File: src/rtl/mem_arbiter_if.sv
// Bundles the two requester ports and the shared-memory port of mem_arbiter.
// The arbiter connects through the slave modport; the requesters and memory connect through master.
interface mem_arbiter_if #(
    parameter int unsigned WORD_SIZE = 16
);
    // instruction port
    logic                 readM1;
    logic [WORD_SIZE-1:0] address1;
    logic [WORD_SIZE-1:0] data1;
    logic                 ack1;
    // data port
    logic                 readM2;
    logic                 writeM2;
    logic [WORD_SIZE-1:0] address2;
    logic [WORD_SIZE-1:0] wdata2;
    logic [WORD_SIZE-1:0] rdata2;
    logic                 ack2;
    // shared memory
    logic                 mem_read;
    logic                 mem_write;
    logic [WORD_SIZE-1:0] mem_address;
    logic [WORD_SIZE-1:0] mem_wdata;
    logic [WORD_SIZE-1:0] mem_rdata;
    // status
    logic                 busy;

    modport slave (
        input  readM1, address1, readM2, writeM2, address2, wdata2, mem_rdata,
        output data1, ack1, rdata2, ack2, mem_read, mem_write, mem_address, mem_wdata, busy
    );

    modport master (
        output readM1, address1, readM2, writeM2, address2, wdata2, mem_rdata,
        input  data1, ack1, rdata2, ack2, mem_read, mem_write, mem_address, mem_wdata, busy
    );
endinterface

File: src/rtl/mem_arbiter.sv
// Two-port arbiter in front of a single shared memory: data port normally wins,
// instruction port wins once it has been passed over STARVE_LIMIT times in a row.
// Each access holds its strobe for MEM_LATENCY cycles, then acks for one cycle.
module mem_arbiter #(
    parameter int unsigned WORD_SIZE    = 16,
    parameter int unsigned MEM_LATENCY  = 2,
    parameter int unsigned STARVE_LIMIT = 3
) (
    input  logic          clk,
    input  logic          reset,
    mem_arbiter_if.slave  bus
);
    typedef enum logic [2:0] {IDLE, BUSY_I, BUSY_D, DONE_I, DONE_D} state_t;

    state_t               state;
    state_t               state_next;
    logic [3:0]           lat_cnt;
    logic [3:0]           starve_cnt;
    logic [WORD_SIZE-1:0] addr_q;
    logic [WORD_SIZE-1:0] wdata_q;
    logic [WORD_SIZE-1:0] data1_q;
    logic [WORD_SIZE-1:0] rdata2_q;
    logic                 write_q;
    logic                 data_req;
    logic                 grant_i;
    logic                 grant_d;
    logic                 last_beat;
    logic                 in_busy;

    // Arbitration decision, only meaningful while IDLE
    always_comb begin
        data_req  = bus.readM2 | bus.writeM2;
        grant_i   = 1'b0;
        grant_d   = 1'b0;
        in_busy   = (state == BUSY_I) || (state == BUSY_D);
        last_beat = (lat_cnt == 4'(MEM_LATENCY - 1));
        if (state == IDLE) begin
            if (bus.readM1 && (!data_req || starve_cnt == 4'(STARVE_LIMIT))) begin
                grant_i = 1'b1;
            end else if (data_req) begin
                grant_d = 1'b1;
            end
        end
    end

    // State register
    always_ff @(posedge clk or posedge reset) begin
        if (reset) begin
            state <= IDLE;
        end else begin
            state <= state_next;
        end
    end

    // Next-state logic
    always_comb begin
        state_next = state;
        unique case (state)
            IDLE: begin
                if (grant_i) begin
                    state_next = BUSY_I;
                end else if (grant_d) begin
                    state_next = BUSY_D;
                end
            end
            BUSY_I:  if (last_beat) state_next = DONE_I;
            BUSY_D:  if (last_beat) state_next = DONE_D;
            DONE_I:  state_next = IDLE;
            DONE_D:  state_next = IDLE;
            default: state_next = IDLE;
        endcase
    end

    // Output decode: strobes, bus values and acks derived from state
    always_comb begin
        bus.mem_read    = 1'b0;
        bus.mem_write   = 1'b0;
        bus.mem_address = '0;
        bus.mem_wdata   = '0;
        bus.ack1        = 1'b0;
        bus.ack2        = 1'b0;
        bus.busy        = (state != IDLE);
        bus.data1       = data1_q;
        bus.rdata2      = rdata2_q;
        unique case (state)
            BUSY_I: begin
                bus.mem_read    = 1'b1;
                bus.mem_address = addr_q;
            end
            BUSY_D: begin
                bus.mem_address = addr_q;
                if (write_q) begin
                    bus.mem_write = 1'b1;
                    bus.mem_wdata = wdata_q;
                end else begin
                    bus.mem_read = 1'b1;
                end
            end
            DONE_I:  bus.ack1 = 1'b1;
            DONE_D:  bus.ack2 = 1'b1;
            default: ;
        endcase
    end

    // Strobe-length counter, restarted for every access
    always_ff @(posedge clk or posedge reset) begin
        if (reset) begin
            lat_cnt <= '0;
        end else if (in_busy && !last_beat) begin
            lat_cnt <= lat_cnt + 4'd1;
        end else begin
            lat_cnt <= '0;
        end
    end

    // Latch the granted request; requester inputs are ignored until the access completes
    always_ff @(posedge clk or posedge reset) begin
        if (reset) begin
            addr_q  <= '0;
            wdata_q <= '0;
            write_q <= 1'b0;
        end else if (grant_i) begin
            addr_q  <= bus.address1;
            wdata_q <= '0;
            write_q <= 1'b0;
        end else if (grant_d) begin
            addr_q  <= bus.address2;
            wdata_q <= bus.wdata2;
            write_q <= bus.writeM2;
        end
    end

    // Capture read data in the last strobe cycle; held until the next read on that port
    always_ff @(posedge clk or posedge reset) begin
        if (reset) begin
            data1_q  <= '0;
            rdata2_q <= '0;
        end else if (last_beat) begin
            if (state == BUSY_I) begin
                data1_q <= bus.mem_rdata;
            end else if (state == BUSY_D && !write_q) begin
                rdata2_q <= bus.mem_rdata;
            end
        end
    end

    // Count data grants that passed over a waiting instruction request
    always_ff @(posedge clk or posedge reset) begin
        if (reset) begin
            starve_cnt <= '0;
        end else if (grant_i) begin
            starve_cnt <= '0;
        end else if (grant_d) begin
            if (!bus.readM1) begin
                starve_cnt <= '0;
            end else if (starve_cnt != 4'(STARVE_LIMIT)) begin
                starve_cnt <= starve_cnt + 4'd1;
            end
        end
    end
endmodule
File: src/flat_wrapper.sv
// flat-port wrapper written by rule: the top's interface ports become plain ports
module mem_arbiter_flat 
#(
    parameter int unsigned WORD_SIZE    = 16,
    parameter int unsigned MEM_LATENCY  = 2,
    parameter int unsigned STARVE_LIMIT = 3
)
  (clk, reset, bus_readM1, bus_address1, bus_readM2, bus_writeM2, bus_address2, bus_wdata2, bus_mem_rdata, bus_data1, bus_ack1, bus_rdata2, bus_ack2, bus_mem_read, bus_mem_write, bus_mem_address, bus_mem_wdata, bus_busy);
  mem_arbiter_if #(.WORD_SIZE(WORD_SIZE)) bus_i ();
  input  logic clk;
  input  logic reset;
  input wire logic [$bits(bus_i.readM1)-1:0] bus_readM1;
  input wire logic [$bits(bus_i.address1)-1:0] bus_address1;
  input wire logic [$bits(bus_i.readM2)-1:0] bus_readM2;
  input wire logic [$bits(bus_i.writeM2)-1:0] bus_writeM2;
  input wire logic [$bits(bus_i.address2)-1:0] bus_address2;
  input wire logic [$bits(bus_i.wdata2)-1:0] bus_wdata2;
  input wire logic [$bits(bus_i.mem_rdata)-1:0] bus_mem_rdata;
  output wire logic [$bits(bus_i.data1)-1:0] bus_data1;
  output wire logic [$bits(bus_i.ack1)-1:0] bus_ack1;
  output wire logic [$bits(bus_i.rdata2)-1:0] bus_rdata2;
  output wire logic [$bits(bus_i.ack2)-1:0] bus_ack2;
  output wire logic [$bits(bus_i.mem_read)-1:0] bus_mem_read;
  output wire logic [$bits(bus_i.mem_write)-1:0] bus_mem_write;
  output wire logic [$bits(bus_i.mem_address)-1:0] bus_mem_address;
  output wire logic [$bits(bus_i.mem_wdata)-1:0] bus_mem_wdata;
  output wire logic [$bits(bus_i.busy)-1:0] bus_busy;
  assign bus_i.readM1 = bus_readM1;
  assign bus_i.address1 = bus_address1;
  assign bus_i.readM2 = bus_readM2;
  assign bus_i.writeM2 = bus_writeM2;
  assign bus_i.address2 = bus_address2;
  assign bus_i.wdata2 = bus_wdata2;
  assign bus_i.mem_rdata = bus_mem_rdata;
  assign bus_data1 = bus_i.data1;
  assign bus_ack1 = bus_i.ack1;
  assign bus_rdata2 = bus_i.rdata2;
  assign bus_ack2 = bus_i.ack2;
  assign bus_mem_read = bus_i.mem_read;
  assign bus_mem_write = bus_i.mem_write;
  assign bus_mem_address = bus_i.mem_address;
  assign bus_mem_wdata = bus_i.mem_wdata;
  assign bus_busy = bus_i.busy;
  mem_arbiter #(.WORD_SIZE(WORD_SIZE), .MEM_LATENCY(MEM_LATENCY), .STARVE_LIMIT(STARVE_LIMIT)) u_core (.clk(clk), .reset(reset), .bus(bus_i));
endmodule
File: config.mk
export PLATFORM = sky130hd
export DESIGN_NAME = mem_arbiter_flat
export DESIGN_NICKNAME = d
export VERILOG_FILES = /design/src/rtl/mem_arbiter_if.sv /design/src/rtl/mem_arbiter.sv /design/src/flat_wrapper.sv
export SDC_FILE = /design/constraint.sdc
export NUM_CORES = 1
export LEC_CHECK = 0
export CAP_MARGIN = 5
export CELL_PAD_IN_SITES_DETAIL_PLACEMENT = 1
export CELL_PAD_IN_SITES_GLOBAL_PLACEMENT = 2
export CORE_MARGIN = 4
export CORE_UTILIZATION = 25
export DETAILED_ROUTE_END_ITERATION = 16
export PLACE_DENSITY_LB_ADDON = 0.1
export SLEW_MARGIN = 5
export SYNTH_ARGS = -nofsm -noshare
export SYNTH_HDL_FRONTEND = slang
export SYNTH_SLANG_ARGS = --single-unit
File: constraint.sdc
create_clock -name clk -period 2.3 [get_ports clk]
set_clock_uncertainty 0.1 [all_clocks]
set_input_delay 0.345 -clock clk [delete_from_list [all_inputs] [get_ports clk]]
set_output_delay 0.345 -clock clk [all_outputs]
set_load 0.05 [all_outputs]
### Word level (Yosys, flattened, before mapping)

Cells that the tools add are included.

* register bits: 76
* input port bits: 69
* output and inout port bits: 69

* add/subtract/negate cells: 2
* equal/unequal tests: 11
* muxes and demuxes: 30
* bitwise gates (word level): 2
* reduce and logical (&&, ||, !) cells: 16

Operators by type and width (count)
* $mux 16: 7
* $mux 4: 5
* $mux 1: 12
* $mux 3: 4
* $pmux 3 s3: 1
* $add 4x1->4 const B: 2
* $eq 3x2->1 const B: 2
* $ne 3x1->1 const B: 2
* $reduce_and 3->1: 2
* $eq 4x1->1 const B: 1
* $eq 4x2->1 const B: 1
* $ne 2x1->1 const B: 2
* $ne 4x2->1 const B: 1
* $reduce_and 2->1: 2
* $eq 3x1->1 const B: 1
* $eq 3x3->1 const B: 1
* $logic_and 1x1->1: 3
* $logic_not 1->1: 3
* $logic_not 3->1: 1
* $reduce_bool 3->1: 1
* $logic_or 1x1->1: 2
* $pmux 1 s2: 1
* $reduce_bool 2->1: 1
* $reduce_or 2->1: 1
* 2 further kinds: 2

### Logic depth before layout (Yosys ltp)

Gate-level depths: netlist of run 1.

* depth in word-level cells: 9
* depth in mapped cells: 7
* gate-level depth less buffers: 5

### Worst setup path after synthesis of run 1

No wires, ideal clock.

* path type: reg-to-output
* from: register u_core.state[0]
* to: output port bus_mem_wdata[10]
* arrival: 2187 ps
* setup slack: -332 ps
* stages on the path, launching flop included: 6
* path buffers: 2
* path through: dfrtp_1 buf_2 nand2b_4 nor3b_1 clkbuf_1 and2_1

* longest elaborated chain between the ends: 2

Ends and longest elaborated chain
* from (decl): line mem_arbiter.sv:15 `state_t state;`
* from (signal assigned): line mem_arbiter.sv:51 `state <= state_next;`
* $eq 3x2->1: line mem_arbiter.sv:85 `unique case (state)`
* $mux 16: line mem_arbiter.sv:85
* to (decl): line flat_wrapper.sv:26 `output wire logic [$bits(bus_i.mem_wdata)-1:0] bus_mem_wdata;`

Every way passes these cells.

### Final worst setup path of run 1

* from: register u_core.state[1]
* to: output port bus_mem_address[1]

* longest elaborated chain between the ends: 3

Ends and longest elaborated chain
* $eq 3x2->1 or $eq 3x1->1 (tied branches): line mem_arbiter.sv:85
* $reduce_or 2->1 (no source line) *
* $mux 16 *: line mem_arbiter.sv:85
* to (decl): line flat_wrapper.sv:25 `output wire logic [$bits(bus_i.mem_address)-1:0] bus_mem_address;`

Mark *: on every way between the ends. The rest lies on a longest branch, timed or not.

==> results.sh, run 1 <==
export IMPL_status="finished, final reports clean"
export IMPL_synth_cells=320
export IMPL_rows=44
export IMPL_viasPerCell=4.841
export IMPL_setup_tns_ns=0
export IMPL_setup_viol=0
export IMPL_worst_pin_slew_ns=0.9847
export IMPL_critical_path_class="flop to output pin"
export IMPL_syn_area_per_cell_um2=11.50
export IMPL_slowest_delay_ns=0.45
export IMPL_die_w_um=129.3
export IMPL_synthToLayoutAreaGrowth_pct=64.88
export IMPL_crit_fanout=10
export IMPL_p_leak_nw=2.512
export IMPL_diodes=0
export IMPL_io_buffers=137
export IMPL_io_pins=138
export IMPL_antenna_found_initial=0
export IMPL_synth_cell_types=44
export IMPL_start_kind="flop"
export IMPL_hold_violations=0
export IMPL_ys_async_sr_fraction=1.000
export IMPL_core_um2=14480
export IMPL_finalCriticalPeriod_ns=2.224
export IMPL_ys_ff_latch=76
export IMPL_cts_max_level=3
export IMPL_floorplan_die_area_um2=16720
export IMPL_worst_ep_arrival_time_ns=1.78
export IMPL_rsz0062_at_grt="true"
export IMPL_r2r_setup_slack_ns=0.22
export IMPL_synth_ff_type="dfrtp_1"
export IMPL_initial_utilization=0.2541
export IMPL_synth_edf_count=0
export IMPL_utilization=0.4190
export IMPL_vias=3166
export IMPL_worstPathRequired_ns=1.86
export IMPL_post_drt_wl_per_cell_um=18.44
export IMPL_r2r_cells=4
export IMPL_critPathCaptureType="output pin"
export IMPL_cts_sinks=76
export IMPL_grt_pass1_vias=3426
export IMPL_vdd_ir_drop_max_mv=0.7518
export IMPL_cap_violations=0
export IMPL_cts_hold_buffers=0
export IMPL_max_freq_mhz=449.6
export IMPL_grt_first_pass_wirelength_mm=19.23
export IMPL_numCtsBuffers=9
export IMPL_crit_chain="nand2b_2, a21oi_4, buf_6, and2_1, buf_12"
export IMPL_timing_rr_start="u_core.starve_cnt[0]"
export IMPL_ys_warn_count=0
export IMPL_power_density_nw_per_um2=1683
export IMPL_finalCritPeriodShare=0.9669
export IMPL_hold_class="primary input to asynchronous set/reset pin"
export IMPL_drc=0
export IMPL_ys_seq_area_frac=0.5168
export IMPL_place_hpwl_mm=8.261
export IMPL_drv_slew=0
export IMPL_r2r_end="u_core.wdata_q[6]"
export IMPL_grt_usage=0.1488
export IMPL_path_clk_slew_ns=0.07
export IMPL_drive_gt1_frac=0.2830
export IMPL_syn_nets=392
export IMPL_crit_slowest_cell="dfrtp_2"
export IMPL_insertion_delay_ns=0.34
export IMPL_first_pass_iters=4
export IMPL_nNetsFinal=537
export IMPL_netlist_area_um2=3680
export IMPL_root_buffer="clkbuf_16"
export IMPL_finalWeightedCongestion=0.6931
export IMPL_grt_overflow=0
export IMPL_wl_mm=12.06
export IMPL_drt_iter0_drc=101
export IMPL_cts_tree="yes"
export IMPL_grt_max_degree=77
export IMPL_ant_nets=0
export IMPL_clock_path_buffers=2
export IMPL_die_y_um=129.3
export IMPL_max_slew_margin_rel=0.3423
-- Yosys cell counts (all sizes together), types with 2 or more instances --
cell,count,share of area
a21oi,4,0.0054
a22o,14,0.033
a31oi,3,0.0051
and2,34,0.058
buf,8,0.013
clkbuf,19,0.019
dfrtp,76,0.52
ha,3,0.010
inv,6,0.0061
mux2,32,0.11
nand2,4,0.0041
nand2b,2,0.0054
nand3,20,0.027
nand3b,2,0.0041
nand4,3,0.0051
nor2,5,0.0051
nor2b,3,0.0051
nor3,3,0.0054
nor3b,8,0.021
o2111ai,16,0.038
o211ai,19,0.039
o21a,3,0.0061
o21ai,19,0.026
-- critical path, delay by kind of cell, from the launching register on --
| kind | cells | cell delay, ns |
|---|---|---|
| flip-flops | 1 | 0.45 |
| AND/OR/NAND/NOR | 2 | 0.44 |
| buffers and inverters | 2 | 0.33 |
| AO/OA/AOI/OAI | 1 | 0.21 |
-- routing by layer --
layer	vias to the layer above	GRT usage	share of wire
met3	10	0.03504	0.046
met4	0	0.05435	0.014
met1	1598	0.1847	0.43
li1	1478	-	-
met2	80	0.2521	0.51
met5	-	0	0
-- repair_timing --
| item | CTS | global route |
|---|---|---|
| gates resized for setup | 0 | 12 |
| setup endpoints to repair | 0 | 32 |
| buffers inserted | 0 | 1 |
-- power by group --
group / total (mW) / switching, mW / internal (mW)
sequential: 2.32 / 0.359 / 1.97
clock: 1.48 / 0.597 / 0.880
combinational: 6.41 / 3.63 / 2.78
total: 10.2 / 4.59 / 5.63
-- cells by family after synthesis --
family | after synthesis | share of synthesized area
AOI/OAI and AO/OA | 84 | 0.1680
xor gates and xnor gates | 1 | 0.002381
adders and majority gates | 3 | 0.01020
buffers and inverters | 34 | 0.03910
DFF | 76 | 0.5168
muxes | 33 | 0.1108
and+or+nand+nor | 89 | 0.1527
-- worst max path at each step --
stage | cells after the start | end | from
6_report | 5 | bus_mem_address[1] | u_core.state[1]
5_1_grt | 5 | bus_mem_address[5] | u_core.state[1]
4_1_cts | 5 | bus_mem_wdata[2] | u_core.state[0]
3_5_place_dp | 4 | u_core.wdata_q[3] | bus_readM2
3_3_place_gp | 4 | u_core.wdata_q[9] | bus_readM2
2_1_floorplan | 5 | bus_mem_wdata[10] | u_core.state[0]
-- cell type report --
class	instances	area, um^2
well taps	184	230.2
clock buffers	10	239.0
multi-input cells	210	1683
clock inverters	6	71.32
flip-flops and latches	76	1906
inverters	7	30.03
repair buffers	161	1908
fillers	1529	8412
-- stage by stage --
step	power (mW)	setup slack (ns)	cells	instance area [um^2]	hold WS [ns]
6_report	10.21	0.07604	654	6067	0.3600
5_1_grt	10.78	-0.004930	654	6067	0.4099
4_1_cts	10.23	0.009084	652	6017	0.3792
3_5_place_dp	8.712	0.1480	636	5707	0.3873
3_3_place_gp	8.640	0.1764	636	5707	0.3794
2_1_floorplan	5.974	-0.08177	320	3695	0.3643
-- registers in the layout, indices dropped and copies added, names as in the netlist --
signal	cells
u_core.bus.rdata2	16
u_core.starve_cnt	4
u_core.write_q	1
u_core.bus.data1	16
u_core.addr_q	16
u_core.lat_cnt	4
u_core.state	3
u_core.wdata_q	16
-- layout by cell type, fill, tap and decap left out, types with 2 or more instances in the layout --
cell type and count:
inv_1 5, nor2b_1 3, clkdlybuf4s50_1 100, o21a_1 3, o21ai_0 18, clkinvlp_4 3, and2_1 26, nor3b_1 5
a21oi_1 3, buf_4 23, nand2_1 4, o2111ai_1 16, nor3_2 2, nand4_1 3, nand3b_1 2, o211ai_1 19
buf_6 3, dfrtp_2 3, nand3_1 20, and2_2 8, dfrtp_1 73, buf_12 35, nor2_1 5, a22o_1 14
ha_1 3, mux2_4 10, a31oi_1 3, inv_6 2, nor3b_4 2, mux2_2 22, clkbuf_16 9
Note: power is estimated with default switching activity, not from simulation.
==> run 2: changes to the inputs <==
--- a/config.mk
+++ b/config.mk
@@ -11,7 +11,7 @@
 export CORE_MARGIN = 4
 export CORE_UTILIZATION = 25
 export DETAILED_ROUTE_END_ITERATION = 16
-export PLACE_DENSITY_LB_ADDON = 0.1
+export PLACE_DENSITY = 0.88
 export SLEW_MARGIN = 5
 export SYNTH_ARGS = -nofsm -noshare
 export SYNTH_HDL_FRONTEND = slang
==> run 2 against run 1 <==
Global-route usage shrank 0.93 points; largest cell class is now flip-flops and latches; sequential share of layout area up 0.17 points; sequential power rose by 2%; critical path type unchanged.
==> results.sh, run 2 (same netlist as run 1, synthesis figures left out) <==
export IMPL_status="finished, final reports clean"
export IMPL_clock_path_buffers=2
export IMPL_finalWeightedCongestion=0.7559
export IMPL_grt_max_degree=77
export IMPL_io_pins=138
export IMPL_worstPathRequired_ns=1.86
export IMPL_floorplan_die_area_um2=16720
export IMPL_power_frac_seq=0.233
export IMPL_drive_gt1_frac=0.2723
export IMPL_pwr_share_comb=0.628
export IMPL_viasPerCell=4.930
export IMPL_cts_max_level=3
export IMPL_power_internal_mw=5.591
export IMPL_initial_utilization=0.2541
export IMPL_insertion_delay_ns=0.32
export IMPL_start_kind="flop"
export IMPL_rows=44
export IMPL_p_leak_nw=2.508
export IMPL_first_pass_iters=4
export IMPL_cap_violations=0
export IMPL_dp_slack_ns=0.2333
export IMPL_nNetsFinal=537
export IMPL_critPathCaptureType="output pin"
export IMPL_p_sw_frac=0.4482
export IMPL_power_density_nw_per_um2=1681
export IMPL_final_common_cell="clkdlybuf4s50_1"
export IMPL_ant_nets=0
export IMPL_drv_slew=0
export IMPL_r2r_cells=6
export IMPL_hold_violations=0
export IMPL_place_hpwl_mm=8.716
export IMPL_worst_ep_arrival_time_ns=1.76
export IMPL_grt_overflow=0
export IMPL_final_cell_area_um2=6027
export IMPL_core_um2=14480
export IMPL_antenna_found_initial=0
export IMPL_post_drt_wl_per_cell_um=17.84
export IMPL_vdd_ir_drop_max_mv=0.8622
export IMPL_power_switching_mw=4.541
export IMPL_setup_viol=0
export IMPL_fin_cells=654
export IMPL_vias=3224
export IMPL_diodes=0
export IMPL_finalCriticalPeriod_ns=2.205
export IMPL_grt_first_pass_wirelength_mm=18.67
export IMPL_finalCritPeriodShare=0.9585
export IMPL_drc=0
export IMPL_numCtsBuffers=9
export IMPL_grt_pass1_vias=3653
export IMPL_critical_path_class="flop to output pin"
export IMPL_path_clk_slew_ns=0.06
export IMPL_r2r_end="u_core.bus.rdata2[7]"
export IMPL_hold_class="primary input to asynchronous set/reset pin"
export IMPL_drt_iter0_drc=155
export IMPL_die_w_um=129.3
export IMPL_utilization=0.4163
export IMPL_r2r_setup_slack_ns=0.25
export IMPL_grt_usage=0.1394
export IMPL_synthToLayoutAreaGrowth_pct=63.79
export IMPL_rsz0062_at_grt="true"
export IMPL_cts_sinks=76
export IMPL_wl_mm=11.67
export IMPL_cts_tree="yes"
export IMPL_clkPwrFrac=0.139
export IMPL_die_y_um=129.3
export IMPL_holdWs_ns=0.3920
export IMPL_postPlaceCellArea_um2=5687
export IMPL_io_buffers=137
export IMPL_cts_hold_buffers=0
export IMPL_timing_rr_start="u_core.lat_cnt[1]"
export IMPL_max_freq_mhz=453.6
export IMPL_crit_fanout=20
export IMPL_max_slew_margin_rel=0.6458
export IMPL_place_inst=634
export IMPL_setup_ws_ns=0.09539
export IMPL_layout_common_cells="clkdlybuf4s50_1, dfrtp_1, buf_12"
export IMPL_root_buffer="clkbuf_16"
export IMPL_worst_pin_slew_ns=0.5296
run 2: cell count changes in the layout (fill, tap and decap cells not counted), sizes merged:
cell / delta
clkinvlp: -1
clkbuf: +1
inv: -1
clkinv: +1
run 2: worst max-delay path by stage:
stage	startpoint	to	slack, ns
floorplan	u_core.state[0]	bus_mem_wdata[10]	-0.08
global placement	bus_writeM2	u_core.wdata_q[5]	0.28
detailed placement	bus_writeM2	u_core.starve_cnt[2]	0.23
CTS	u_core.state[1]	bus_mem_address[15]	0.02
global route	u_core.state[1]	bus_mem_address[15]	-0.007
finish	u_core.state[1]	bus_mem_address[4]	0.1
run 2: critical path: stages, from the launching register on:
cell      delay [ns]
dfrtp_2         0.47
nand2b_1        0.21
a21oi_1         0.17
buf_6           0.20
and2_1          0.23
buf_12          0.16
run 2: final cells by class:
type / instances / area, um^2
multi-input cells: 210 / 1660
well taps: 184 / 230.2
flip-flops and latches: 76 / 1903
repair buffers: 161 / 1901
clock inverters: 5 / 60.06
clock buffers: 11 / 242.7
fillers: 1515 / 8452
inverters: 7 / 30.03
run 2: per-stage QoR:
step | setup TNS (ns) | total power, mW
6_report | 0 | 10.13
5_1_grt | -0.01830 | 10.66
4_1_cts | 0 | 10.19
3_5_place_dp | 0 | 8.715
3_3_place_gp | 0 | 8.552
2_1_floorplan | -0.08177 | 5.974
run 2: routing by layer:
metal / track usage / up-vias / routed length (um)
met4: 0.03521 / 0 / 146
li1: - / 1481 / -
met5: 0 / - / 0
met3: 0.03050 / 14 / 655
met1: 0.1753 / 1620 / 4941
met2: 0.2433 / 109 / 5924
run 2: what timing repair did:
action	in CTS	in global routing
setup buffers	0	4
gates resized for setup	1	2
endpoints found under the setup margin	23	20
run 2: power groups by stage:
stage	logic (mW)	clock network (mW)	registers, mW
global placement	6.21	0	2.34
floorplan	2.72	0	3.25
global route	6.68	1.54	2.44
finish	6.36	1.41	2.36
detailed placement	6.33	0	2.38
CTS	6.35	1.47	2.37
==> patch 1: new RTL, flow settings as in run 1 <==
Encoding of `state_t`: now one-hot (5 bits for 5 states).
--- a/src/rtl/mem_arbiter.sv
+++ b/src/rtl/mem_arbiter.sv
@@ -10,7 +10,7 @@
     input  logic          reset,
     mem_arbiter_if.slave  bus
 );
-    typedef enum logic [2:0] {IDLE, BUSY_I, BUSY_D, DONE_I, DONE_D} state_t;
+    typedef enum logic [4:0] {IDLE = 5'b00001, BUSY_I = 5'b00010, BUSY_D = 5'b00100, DONE_I = 5'b01000, DONE_D = 5'b10000} state_t;
 
     state_t               state;
     state_t               state_next;
Function: no difference found for any inputs over 10 cycles, from zero or initial values and one cycle with reset high; not proved beyond that.
==> patch 1 against run 1 <==
- die area down 3.7%
- register-to-register slack worse by 120 ps
- setup slack worse by 21 ps
- design area down 2.9%
- sequential cell count up 2
- power down 21%
- routed wire length down 16%
- via count down 8.8%
- first-iteration DRC count up 5.9%
- area after synthesis down 4.0%
==> patch 1: results (changes against run 1) <==
* VDD IR max at 464 µV (-38%)
* Vias in the first global route at 3168 (-7.5%)
* CP max FO at 9 (-1)
* Clock Latency Late Sink at 330 ps
* Placed wire-length estimate at 7080 µm (-14%)
* Pre-antenna DRT Iters at 4 (unchanged)
* Synth top area cells: dfrtp_1, mux2_2, mux2i_1
* NumNets Final at 542 (+0.93%)
* Slew margin rel. at 64.1% (+30 points)
* Layout cell share with drive strength beyond 1 at 25.3% (-3.0 points)
* GRT Resource Usage Total at 13.0% (-1.9 points)
* Initial antenna violation count at 0 (unchanged)
* Hold Path Stages at 2
* Min-Delay Path Class: register to register
* Status: completed
* Reg clk slew, reported paths at 60 ps
* Largest net degree at the start of global routing at 79 (+2.6%)
* Sequential cell area fraction in the yosys report at 55.3% (+3.6 points)
* Clock Path Buffers at 2 (unchanged)
* First DRT Iteration DRCs at 107 (+5.9%)
* CTS root buf: clkbuf_16
* Placer Congestion at 0.711 (+2.6%)
* Post-synth top cells: dfrtp_1, nand2_1, nor2_1
* Area after DPL at 5530 µm² (-3.2%)
* Internal at 4.59 mW (-18%)
* Pleak at 2.68 nW (+6.7%)
* Post-Place Setup Slack at 91.4 ps (-56.7 ps)
* WL/cell at 15.4 µm (-17%)
* Yosys Warn Count at 0 (unchanged)
* R2R cell count at 5 (+1)
* Syn_nets at 396 (+1.0%)
* Drt drc at 0 (unchanged)
* Port bufs at 137 (unchanged)
* Antenna diodes at 0 (unchanged)
* Worst Path Arrival at 1800 ps (+20 ps)
* Netlist cell types at 31 (-30%)
* CTS Buf Count at 9 (unchanged)
* Global-route wire length before repair at 16500 µm (-14%)
* Via count at 2886 (-8.8%)
[patch 1: routing by layer]
layer	vias up	track usage, %	wire, µm
met1	1383	16.7	4640
met2	92	20.1	4590
met5	-	0	0
met4	0	4.92	139
met3	11	4.51	697
li1	1400	-	-
[patch 1: power by group through the flow]
stage,Combinational (mW),Sequential (mW),Clock [mW]
2_1_floorplan,1.80,3.09,0
3_3_place_gp,4.30,2.31,0
3_5_place_dp,4.34,2.34,0
4_1_cts,4.38,2.32,1.50
5_1_grt,4.64,2.39,1.56
6_report,4.33,2.31,1.43
[patch 1: logic make-up after synthesis]
family | share of synthesized area, %
and+or+nand+nor | 20.0
DFF | 55.3
muxes | 15.8
AOI/OAI and AO/OA | 4.11
buffers and inverters | 3.05
xor gates and xnor gates | 0.744
adders and majority gates | 1.06
[patch 1: final timing paths]
kind	from	end	slack [ps]
max	u_core.state[1]	bus_mem_wdata[2]	60
min in group asynchronous	reset	u_core.addr_q[0]	380
min	u_core.wdata_q[12]	u_core.wdata_q[12]	360
min reg2reg	u_core.wdata_q[12]	u_core.wdata_q[12]	360
max reg2reg	u_core.lat_cnt[1]	u_core.bus.rdata2[4]	100
max in group asynchronous	reset	u_core.state[0]	1360
[patch 1: per-stage QoR]
step | instances | util [%] | setup TNS, ps
3_5_place_dp | 634 | 39.8 | 0
4_1_cts | 652 | 42.2 | 0
6_report | 655 | 42.4 | 0
3_3_place_gp | 634 | 39.8 | 0
2_1_floorplan | 324 | - | -17.5
5_1_grt | 655 | 42.4 | -824
[patch 1: final cells by class]
cell class	instances	area [µm²]
clock inverters	6	71.3
fillers	1522	7990
clock buffers	10	229
inverters	5	22.5
flip-flops and latches	78	1960
repair buffers	152	1870
multi-input cells	224	1520
well taps	180	225
[patch 1: repair_timing]
item,CTS,global route
setup buffers,2,2
setup endpoints to repair,17,17
pin swaps,1,2
cloned,0,1
gates resized for setup,4,6
[patch 1: worst max-delay path, cell delays in order, from the launching register on]
cell and delay [ps]:
dfrtp_2 420, nor3_2 180, nand3b_1 190, nor2_4 190
buf_6 150, and2_1 190, buf_12 150
==> patch 2: new RTL, flow settings as in run 1 <==
Without the edit above. `WORD_SIZE` is set to 16 in 3 places; all go to 8.
--- a/src/rtl/mem_arbiter_if.sv
+++ b/src/rtl/mem_arbiter_if.sv
@@ -1,7 +1,7 @@
 // Bundles the two requester ports and the shared-memory port of mem_arbiter.
 // The arbiter connects through the slave modport; the requesters and memory connect through master.
 interface mem_arbiter_if #(
-    parameter int unsigned WORD_SIZE = 16
+    parameter int unsigned WORD_SIZE = 8
 );
     // instruction port
     logic                 readM1;
--- a/src/rtl/mem_arbiter.sv
+++ b/src/rtl/mem_arbiter.sv
@@ -2,7 +2,7 @@
 // instruction port wins once it has been passed over STARVE_LIMIT times in a row.
 // Each access holds its strobe for MEM_LATENCY cycles, then acks for one cycle.
 module mem_arbiter #(
-    parameter int unsigned WORD_SIZE    = 16,
+    parameter int unsigned WORD_SIZE    = 8,
     parameter int unsigned MEM_LATENCY  = 2,
     parameter int unsigned STARVE_LIMIT = 3
 ) (
--- a/src/flat_wrapper.sv
+++ b/src/flat_wrapper.sv
@@ -1,7 +1,7 @@
 // flat-port wrapper written by rule: the top's interface ports become plain ports
 module mem_arbiter_flat 
 #(
-    parameter int unsigned WORD_SIZE    = 16,
+    parameter int unsigned WORD_SIZE    = 8,
     parameter int unsigned MEM_LATENCY  = 2,
     parameter int unsigned STARVE_LIMIT = 3
 )
Ports: changed (8 resized); port bits go from 138 to 74. No check against the original RTL was run, so the function may have changed too.
==> patch 2 against run 1 <==
- routed wire length shrank 56%
- fmax rose by 2.3%
- critical path depth is the same
- design area decreased by 47%
- core utilization fell by 0.63 points
- sequential cell count fell by 32
- power down 51%
- clock power decreased by 66%
- setup slack improved by 50 ps
- area after synthesis shrank 46%
- non-clock buffer count shrank 78
- highest routed layer unchanged
==> patch 2: results (changes against run 1) <==
* Global-route wire length before repair at 8990 µm (-53%)
* Syn_nets at 211 (-46%)
* Worst Path Arrival at 1730 ps (-50 ps)
* Reg clk slew, reported paths at 90 ps (+20 ps)
* Final worst path period share at 94.5% (-2.2 points)
* Post-synth top cells: dfrtp_1, and2_1, nand2_1, o21ai_0, a22o_1
* Sequential cell area fraction in the yosys report at 55.2% (+3.5 points)
* DR vias/cell at 4.41 (-9.0%)
* Area after DPL at 3080 µm² (-46%)
* Post-Route WL at 5300 µm (-56%)
* NumNets Final at 294 (-45%)
* Layout cell share with drive strength beyond 1 at 21.2% (-7.1 points)
* NetSw at 2.29 mW (-50%)
* First DRT Iteration DRCs at 51 (-50%)
* Final hold slack at 262 ps (-98.2 ps)
* Status: completed
* DP Cell Count at 347 (-45%)
* CTS Buf Count at 5 (-4)
* Fillers at 831 (-46%)
* Pleak at 1.38 nW (-45%)
* GRT Resource Usage Total at 11.7% (-3.1 points)
* Clock Latency Late Sink at 290 ps (-50 ps)
* Placed wire-length estimate at 4080 µm (-51%)
* Post-Synthesis Cells at 171 (-47%)
* Worst-Margin Slew at 514 ps (-471 ps)
## patch 2: cell count changes after synthesis, moves of 4 or more
| cell | before | now |
|---|---|---|
| dfrtp_1 | 76 | 44 |
| mux2_2 | 22 | 0 |
| o211ai_1 | 19 | 0 |
| nand3_1 | 20 | 3 |
| o2111ai_1 | 16 | 0 |
| and2_1 | 34 | 20 |
| clkbuf_1 | 19 | 5 |
| mux2_1 | 0 | 8 |
| nand2_1 | 4 | 12 |
| o22ai_1 | 1 | 8 |
| buf_2 | 7 | 1 |
| o21ai_0 | 18 | 12 |
| a22o_1 | 14 | 9 |
| nor3b_1 | 6 | 2 |
## patch 2: final timing paths
path | from | to | cells after the start
min | reset | u_core.bus.rdata2[3] | 2
min in group clk | u_core.addr_q[6] | u_core.addr_q[6] | 2
min reg2reg | u_core.addr_q[6] | u_core.addr_q[6] | 2
max | u_core.state[0] | bus_mem_wdata[7] | 5
max reg2reg | u_core.lat_cnt[1] | u_core.bus.data1[4] | 5
max in group asynchronous | reset | u_core.starve_cnt[2] | 3
## patch 2: repair_timing
action,4_1_cts,5_1_grt
resized for setup,0,1
endpoints found under the setup margin,8,6
pin swaps,1,0
setup buffers,2,0
## patch 2: layout make-up
class | count | area, µm² | area share (%)
Clock inverter | 3 | 23.8 | 0.745
Multi-Input combinational cell | 116 | 862 | 27.0
Tap cell | 102 | 128 | 4.00
Sequential cell | 44 | 1100 | 34.5
Inverter | 4 | 15.0 | 0.471
Timing Repair Buffer | 83 | 991 | 31.1
Clock buffer | 5 | 68.8 | 2.16
## patch 2: power by group through the flow
stage	logic, mW	clock network, mW	registers (mW)
6_report	3.14	0.503	1.34
5_1_grt	3.34	0.565	1.38
4_1_cts	3.19	0.532	1.34
3_5_place_dp	3.16	0	1.36
3_3_place_gp	3.15	0	1.35
2_1_floorplan	1.38	0	1.80
## patch 2: cells by family (layout without fill, tap and decap cells)
kind of cell / after synthesis / after routing / synth area share (%)
fa+ha+maj: 3 / 3 / 1.88
simple gates: 54 / 54 / 15.0
mux: 16 / 16 / 10.5
buf+inv: 11 / 95 / 2.51
flops: 44 / 44 / 55.2
xor+xnor: 3 / 3 / 1.32
compound gates: 40 / 40 / 13.5
## patch 2: critical path, stage by stage (launching register included)
cell and delay (ps):
dfrtp_1 460, nand2b_2 260, nor3b_4 190, buf_4 170, and2_1 190, buf_12 150
## patch 2: metal layers
layer	GRT usage [%]	vias to the layer above	wire length, µm
li1	-	769	-
met1	16.2	763	2550
met2	17.8	36	2390
met3	3.88	5	306
met4	2.88	0	57
met5	0	-	0
